==> config.mk <==
export PLATFORM = sky130hd
export DESIGN_NAME = branch_comp
export DESIGN_NICKNAME = d
export VERILOG_FILES = /design/src/rtl/branch_comp.sv
export SDC_FILE = /design/constraint.sdc
export NUM_CORES = 1
export LEC_CHECK = 0
export ABC_CLOCK_PERIOD_IN_PS = 1550
export BUFFER_PORTS_ARGS = -buffer_cell sky130_fd_sc_hd__buf_2
export CAP_MARGIN = 20
export CORE_AREA = 2 2 57 59
export DETAILED_ROUTE_END_ITERATION = 10
export DIE_AREA = 0 0 59 61
export PLACE_DENSITY = 0.63
export SLEW_MARGIN = 20
export SYNTH_ARGS = -nofsm -noshare
export SYNTH_HDL_FRONTEND = slang
export SYNTH_SLANG_ARGS = --single-unit
==> constraint.sdc <==
create_clock -name vclk -period 1.55
set_input_delay 0.2325 -clock vclk [all_inputs]
set_output_delay 0.2325 -clock vclk [all_outputs]
set_load 0.1 [all_outputs]
==> src/rtl/branch_comp.sv <==
// branch_comp: RV32I branch comparator producing BrEq/BrLt for BEQ/BNE/BLT/BGE/BLTU/BGEU.
// Define BRANCH_COMP_REG_OUT_EN to register the flags (1-cycle latency, async active-low clear).
module branch_comp #(
  parameter int DWIDTH = 32
) (
  input  logic              clk,
  input  logic              rst_n,
  input  logic [DWIDTH-1:0] DataA,
  input  logic [DWIDTH-1:0] DataB,
  input  logic              BrUn,
  output logic              BrEq,
  output logic              BrLt
);
  // Extend by one bit: sign-extend in signed mode, zero-extend in unsigned mode,
  // then a single signed DWIDTH+1 compare covers both without overflow.
  logic [DWIDTH:0] w_a;
  logic [DWIDTH:0] w_b;
  logic            w_eq;
  logic            w_lt;
  assign w_a  = {~BrUn & DataA[DWIDTH-1], DataA};
  assign w_b  = {~BrUn & DataB[DWIDTH-1], DataB};
  assign w_eq = DataA == DataB;
  assign w_lt = $signed(w_a) < $signed(w_b);
`ifdef BRANCH_COMP_REG_OUT_EN
  logic r_eq;
  logic r_lt;
  always_ff @(posedge clk or negedge rst_n) begin
    if (!rst_n) begin
      r_eq <= 1'b0;
      r_lt <= 1'b0;
    end else begin
      r_eq <= w_eq;
      r_lt <= w_lt;
    end
  end
  assign BrEq = r_eq;
  assign BrLt = r_lt;
`else
  logic w_unused;
  assign w_unused = &{1'b0, clk, rst_n};
  assign BrEq = w_eq;
  assign BrLt = w_lt;
`endif
endmodule

==> results of run 1 <==
kinds of logic (layout without fill, tap and decap cells):
| logic type | Yosys count | after routing | synth area share, % |
|---|---|---|---|
| compound gates | 27 | 27 | 21.0 |
| xor+xnor | 1 | 1 | 1.01 |
| buf+inv | 35 | 113 | 15.2 |
| fa+ha+maj | 32 | 32 | 46.3 |
| simple gates | 27 | 27 | 16.5 |
synth_stat cells (all sizes together):
library cell | number | share of area [%]
a21oi | 12 | 6.9
nand3 | 1 | 0.58
a2111oi | 1 | 1.7
nor3 | 4 | 2.9
o21ai | 3 | 1.7
o31ai | 1 | 0.87
nor2 | 4 | 1.7
or3 | 1 | 0.72
o2bb2ai | 1 | 1.0
o211ai | 2 | 1.7
a21o | 2 | 1.7
a211oi | 3 | 3.2
xor2 | 1 | 1.0
nor4 | 1 | 0.72
ha | 32 | 46
a31o | 1 | 1.0
nand2 | 9 | 3.9
inv | 35 | 15
nand4 | 6 | 5.1
nand3b | 1 | 0.87
o221ai | 1 | 1.0
how the worst min path moves through the flow:
stage / depth (start not counted) / start / endpoint / slack, ps
finish: 6 / BrUn / BrLt / 1040
global route: 6 / BrUn / BrLt / 1060
CTS: 6 / BrUn / BrLt / 1040
detailed placement: 6 / BrUn / BrLt / 1050
global placement: 6 / BrUn / BrLt / 1030
floorplan: 4 / BrUn / BrLt / 900
final cells by class:
cell class | count | area share (%)
multi-input cells | 87 | 57.0
inverters | 35 | 8.25
repair buffers | 78 | 32.5
well taps | 33 | 2.29
where the power goes:
part | internal [µW] | total [µW] | switching, µW
clock | 0 | 0 | 0
combinational | 266 | 491 | 225
sequential | 0 | 0 | 0
layer usage:
layer  vias up  global-route usage, %  part of all wire [%]
li1        580                      -                     -
met1       485                   16.9                    42
met2        36                   26.2                    52
met3         0                  0.426                   6.1
met4         0                      0                     0
met5         -                      0                     0
tightest hold or removal path: stages:
cell and delay, ps:
buf_2 80, inv_1 60, nand2_1 90, or3_4 130, o21ai_4 50, buf_12 160
cell usage in the layout, fill, tap and decap left out, types with 2 or more instances in the layout:
| cell | n |
|---|---|
| buf_2 | 44 |
| buf_6 | 21 |
| inv_1 | 20 |
| ha_4 | 17 |
| ha_1 | 15 |
| inv_2 | 12 |
| a21oi_1 | 11 |
| buf_4 | 10 |
| nand2_1 | 9 |
| nand4_1 | 5 |
| nor2_1 | 3 |
| inv_4 | 2 |
| nor3_2 | 2 |
| o21ai_0 | 2 |
| o211ai_1 | 2 |
| a211oi_1 | 2 |
| nor3_1 | 2 |
| a21o_1 | 2 |
| buf_12 | 2 |
timing repair:
item                                    CTS  global route
buffers inserted                          1             0
pin swaps                                15            14
endpoints found under the setup margin    2             2
resized for setup                        25            32
per-stage QoR:
step / instance area (µm²) / TNS (ps) / total power [µW] / setup slack (ps) / cells
3_3_place_gp: 1450 / -803 / 379 / -465 / 232
4_1_cts: 1620 / -635 / 438 / -400 / 233
6_report: 1810 / -659 / 491 / -417 / 233
5_1_grt: 1810 / -813 / 552 / -500 / 233
2_1_floorplan: 967 / -680 / 218 / -444 / 122
3_5_place_dp: 1450 / -807 / 380 / -474 / 232
==> flow_summary.toml, run 1 <==
[sta]
tightest_slew_ps = 380
finalMaxSlewViolations = 0
slew_headroom_pct = 74.5
period_needed_ps = 1970
fin_hold_ws_ps = 1040
final-hold-violation-count = 0
fin_crit_sh_pct = 127
rsz0062_at_grt = "true"
fin_ws_ps = -417
setup_viol = 2
timing.fmax_mhz = 509

[critical_path]
start_kind = "primary input"
cp_num_cells = 9
endpoint_kind = "output pin"
cp_max_fo = 2
crit_chain = "buf_2 > inv_1 > ha_4 > nand4_4 > a211oi_4 > a21oi_2 > or3_4 > o21ai_4 > buf_12"
cpPeakStageDelay_ps = 380
worstSetupPathType = "primary input to output pin"
path_buf_inv = 3
path_delay_family = "simple AND/OR/NAND/NOR gates"
critPathRequiredTime_ps = 1320
worstSetupStartpoint = "DataB[27]"
cp.arrival_ps = 1730
critPathCapture = "BrLt"
critPathSlowestCell = "or3_4"

[floorplanning]
io_pins = 69
die_y_um = 61
fp.dieW_um = 59
start_util_pct = 29.3
fp.dieArea_um2 = 3600
rows = 20
core_area_um2 = 2950

[run]
max-cap-violations = 0

[grt]
antenna_found_initial = 0
overflow = 0
grt_usage_pct = 13.3
grt_pass1_vias = 1084
grt_start_max_net_pins = 4
grt_pass1_wl_um = 3920

[layout]
seq_cells = 0
multiInputGateArea_um2 = 1030
clockBufferCount = 0
register_area_um2 = 0
fillers = 273
final_core_util_pct = 61.1
nets = 301
drive_gt1_share_pct = 61.0
antenna_cells = 0
area_growth_pct = 109

[outcome]
status = "complete, but fails checks"
violations = "negative setup slack"

[power]
peakVddDrop_uv = 185
p_leak_uw = 0.000908
powerDensity_nw_per_um2 = 272

[routing]
viasPerCell = 4.73
firstDrtPassIters = 3
vias = 1101
wire_per_inst_um = 11.0
final_antenna_net_count = 0
wl_um = 2570
drt_iter0_markers = 9
route.detailed.drc = 0

[synthesis]
synth_nets = 221
syn_area_per_cell_um2 = 7.09
yosysWarnings = 0
ys_seq_area_share_pct = 0
synth_cells = 122
synth_cell_type_count = 25
syn-cell-area_um2 = 865

[placement]
place.gp.congestion = 0.733
place_hpwl_um = 2080
io_buffers = 67

[clocking]
cts-hold-fix-buffers = 0

[hold_path]
min_path_type = "primary input to output pin"
Power figures use the tool's default switching activity.
==> run 2: changes to the inputs <==
Settings changed: MAX_ROUTING_LAYER set to met4, PLACE_DENSITY 0.63 to not set, PLACE_DENSITY_LB_ADDON set to 0.12.
==> run 2 against run 1 <==
Effect of this change:
- the run still ends with negative setup slack left
- wire length is 9.8% lower
- combinational power is 12% lower
- design area is 10% lower
- hold slack worse by 30 ps
- count of clock-buffer cells in the layout stayed put
- non-clock buffer count stayed put
- global-route usage is 0.26 points lower
- utilization is 6.4 points lower
- flip-flop and latch count stayed put
- critical path type unchanged
- largest power group unchanged
==> flow_summary.toml, run 2 (synthesized netlist as in run 1, its figures left out) <==
[power]
powerDensity_nw_per_um2 = 266
p_leak_uw = 0.000879
peakVddDrop_uv = 108

[layout]
clockBufferCount = 0
final_common_cell = "buf_2"
finalInstanceArea_um2 = 1620
seq_cells = 0
stdcell_count = 233
layout_common_cells = "62 x buf_2, 30 x inv_1, 20 x ha_1, 12 x ha_4, 10 x buf_4"
drive_gt1_share_pct = 55.5
antenna_cells = 0
fillers = 290
register_area_um2 = 0
area_growth_pct = 87.1
nets = 301

[routing]
route.detailed.drc = 0
wl_um = 2320
drt_iter0_markers = 18
firstDrtPassIters = 4
wire_per_inst_um = 9.94
vias = 1087
final_antenna_net_count = 0
viasPerCell = 4.67

[floorplanning]
core_area_um2 = 2950
fp.dieW_um = 59
io_pins = 69
start_util_pct = 29.3
die_y_um = 61
rows = 20
fp.dieArea_um2 = 3600

[sta]
period_needed_ps = 1960
setup_viol = 2
fin_ws_ps = -410
finalMaxSlewViolations = 0
slew_headroom_pct = 81.5
fin_crit_sh_pct = 126
tightest_slew_ps = 277
timing.fmax_mhz = 510
fin_hold_ws_ps = 1010
final-hold-violation-count = 0
rsz0062_at_grt = "true"

[placement]
place_hpwl_um = 2130
place_inst = 233
post_dp_cell_area_um2 = 1460
place.gp.congestion = 0.698
io_buffers = 67

[critical_path]
critPathRequiredTime_ps = 1320
worstSetupPathType = "primary input to output pin"
start_kind = "primary input"
cp.arrival_ps = 1730
cp_max_fo = 2
endpoint_kind = "output pin"
worstSetupStartpoint = "DataB[25]"

[clocking]
cts_setup_buffers = 0
cts-hold-fix-buffers = 0

[hold_path]
min_path_type = "primary input to output pin"
min_from = "BrUn"

[grt]
antenna_found_initial = 0
grt_start_max_net_pins = 4
grt_usage_pct = 13.0
overflow = 0
grt_pass1_vias = 1020
grt_pass1_wl_um = 3760

[outcome]
violations = "negative setup slack"
status = "complete, but fails checks"

[run]
max-cap-violations = 0
==> run 2: cell counts in the layout (fill, tap and decap cells not counted) <==
No cell type changed its count.
==> run 2: stage by stage <==
stage | TNS, ps | worst slack (ps) | power [µW] | util (%)
2_1_floorplan | -680 | -444 | 218 | -
3_3_place_gp | -796 | -468 | 375 | 49.3
3_5_place_dp | -810 | -488 | 387 | 49.3
4_1_cts | -679 | -433 | 425 | 53.4
5_1_grt | -839 | -502 | 486 | 54.8
6_report | -649 | -410 | 431 | 54.8
==> run 2: metal layers <==
| metal | GRT usage, % | wire length, µm | up-vias |
|---|---|---|---|
| li1 | - | - | 583 |
| met1 | 16.3 | 1030 | 461 |
| met2 | 24.4 | 1130 | 43 |
| met3 | 0.640 | 150 | 0 |
| met4 | 0 | 0 | 0 |
| met5 | - | 0 | - |
==> run 2: worst paths after layout <==
check,to,depth (start not counted)
worst max-delay path,BrLt,9
worst min-delay path,BrLt,6
==> run 2: layout make-up <==
type | count | area [µm²] | share of cell area [%]
Inverter | 35 | 146 | 9.05
Multi-Input combinational cell | 87 | 956 | 59.1
Tap cell | 33 | 41.3 | 2.55
Timing Repair Buffer | 78 | 474 | 29.3
==> run 2: repair_timing <==
action / 4_1_cts / 5_1_grt
hold endpoints to repair: 0 / 0
pin swaps: 15 / 4
setup endpoints to repair: 2 / 2
gates resized for setup: 17 / 7
==> run 2: power breakdown <==
part | internal (µW) | total, µW | switching [µW]
Combinational | 225 | 431 | 206
Clock | 0 | 0 | 0
Sequential | 0 | 0 | 0
Total | 225 | 431 | 206
==> run 2: worst max-delay path, cell delays in order <==
cell     delay [ps]
buf_2            80
inv_1            60
ha_4            270
nand4_1         120
nor3_2          270
a21oi_2          90
or3_4           340
o21ai_4          70
buf_12          190
==> run 3: changes to the inputs <==
Settings changed: ABC_AREA set to 1, CORE_AREA 2 2 57 59 to 2 2 62 64, DIE_AREA 0 0 59 61 to 0 0 64 66.
==> run 3 against run 2 <==
Effect of this change:
- the run still ends with negative setup slack left
- critical path depth shrank 2
- sequential share of layout area is the same
- count of clock-buffer cells in the layout is the same
- first-iteration DRC count shrank 50%
- non-clock buffer count grew 6
==> flow_summary.toml, run 3 <==
[outcome]
status = "complete, but fails checks"
violations = "negative setup slack"

[grt]
overflow = 0
antenna_found_initial = 0
grt_usage_pct = 12.8
grt_pass1_vias = 1210
grt_start_max_net_pins = 5
grt_pass1_wl_um = 4540

[sta]
setup_viol = 2
timing.fmax_mhz = 538
period_needed_ps = 1860
rsz0062_at_grt = "true"
fin_ws_ps = -310
final-hold-violation-count = 0
finalMaxSlewViolations = 0
fin_hold_ws_ps = 1120
fin_crit_sh_pct = 120
tightest_slew_ps = 198
slew_headroom_pct = 86.6

[placement]
place.gp.congestion = 0.717
place_hpwl_um = 2200
io_buffers = 67
post-place-ws_ps = -390
place_inst = 303

[layout]
seq_cells = 0
register_area_um2 = 0
final_common_cell = "buf_2"
stdcell_count = 306
layout_common_cells = "46 x buf_2, 32 x inv_1, 31 x nand2_1, 21 x ha_4, 18 x buf_6"
nets = 359
clockBufferCount = 0
antenna_cells = 0
area_growth_pct = 106
drive_gt1_share_pct = 60.1

[power]
sw_frac_of_total_pct = 46.5
peakVddDrop_uv = 139
internal-power_uw = 328
clkPwrFrac_pct = 0
p_sw_uw = 286
p_leak_uw = 0.00117
powerDensity_nw_per_um2 = 290
p_seq_share_pct = 0
combPwrFrac_pct = 100.0

[synthesis]
muxShareOfSynthArea_pct = 0
ys_top_cells_by_count = "47 x nand2_1, 46 x inv_1, 32 x ha_1"
synth-xor-area-share_pct = 0
synthAdderAreaFrac_pct = 38.9
synth_compound_area_share_pct = 8.51
synthTopCellsByArea = "ha_1 39%, nand2_1 17%, inv_1 17%, a21oi_1 4.4%, nor2_1 4.0%"
synth_cell_type_count = 19
synth_nets = 273
yosysMostFrequentCell = "nand2_1"
synth_top_family_by_area = "adder cells"
yosysWarnings = 0
synth_cells = 174
ys_seq_area_share_pct = 0
synth-simple-area-share_pct = 34.4
syn-cell-area_um2 = 1030
yosysTopAreaCellShare_pct = 38.9
synth_top_cell_by_area = "ha_1"
syn_area_per_cell_um2 = 5.92

[critical_path]
critPathRequiredTime_ps = 1320
start_kind = "primary input"
cp.arrival_ps = 1630
worstSetupPathType = "primary input to output pin"
endpoint_kind = "output pin"
cp_max_fo = 3

[routing]
drt_iter0_markers = 9
wl_um = 2770
route.detailed.drc = 0
vias = 1289
wire_per_inst_um = 9.04
final_antenna_net_count = 0
viasPerCell = 4.21
firstDrtPassIters = 4

[floorplanning]
die_y_um = 66
io_pins = 69
fp.dieArea_um2 = 4220
core_area_um2 = 3550
rows = 22
start_util_pct = 29.0
fp.dieW_um = 64

[hold_path]
min_path_type = "primary input to output pin"

[run]
max-cap-violations = 0

[clocking]
cts-hold-fix-buffers = 0
[run 3: cell count changes in the layout (fill, tap and decap cells not counted), sizes merged, moves of 2 or more]
cell and change:
o21bai +2, nor2 +12, a211oi -3, inv +15
a21oi -3, nand3 +5, o211ai -2, o21ai -2
nand2 +38, nand4 -4, buf +6
[run 3: kinds of logic after synthesis]
logic type	Yosys count
compound gates	15
buf+inv	50
simple gates	77
fa+ha+maj	32
[run 3: routing by layer]
layer  track usage, %  wire length [µm]  share of wire (%)
met4                0                 0                  0
met3            0.170               150                5.4
met1             15.6              1130                 41
met5                -                 0                  0
met2             25.1              1480                 54
[run 3: critical path, stage by stage]
cell,delay (ps)
buf_6,80
inv_4,30
ha_4,260
nand2_4,50
or4_4,540
nor3_4,230
buf_12,200
[run 3: repair_timing]
action / in CTS / in global routing
hold endpoints to repair: 0 / 0
pin swaps: 16 / 22
buffers inserted: 1 / 2
gates resized for setup: 42 / 25
endpoints found under the setup margin: 2 / 2
[run 3: worst paths after layout]
| check | start | to | slack, ps | cells after the start |
|---|---|---|---|---|
| worst max-delay path | DataB[28] | BrEq | -310 | 7 |
| worst min-delay path | BrUn | BrLt | 1120 | 8 |
[run 3: metrics by stage]
stage	setup TNS [ps]	cell area (µm²)	total power, µW	util [%]
6_report	-604	2120	614	59.7
5_1_grt	-781	2120	688	59.7
4_1_cts	-582	1960	557	55.1
3_5_place_dp	-726	1700	459	47.8
3_3_place_gp	-714	1700	457	47.8
2_1_floorplan	-643	1170	260	-
[run 3: power groups by stage]
stage	registers, µW	logic [µW]	clock network, µW
floorplan	0	260	0
global placement	0	457	0
detailed placement	0	459	0
CTS	0	557	0
global route	0	688	0
finish	0	614	0
[run 3: area by class of cell]
| cell class | count | area [µm²] |
|---|---|---|
| well taps | 48 | 60.1 |
| multi-input cells | 124 | 1230 |
| fillers | 345 | 1430 |
| inverters | 50 | 210 |
| repair buffers | 84 | 616 |
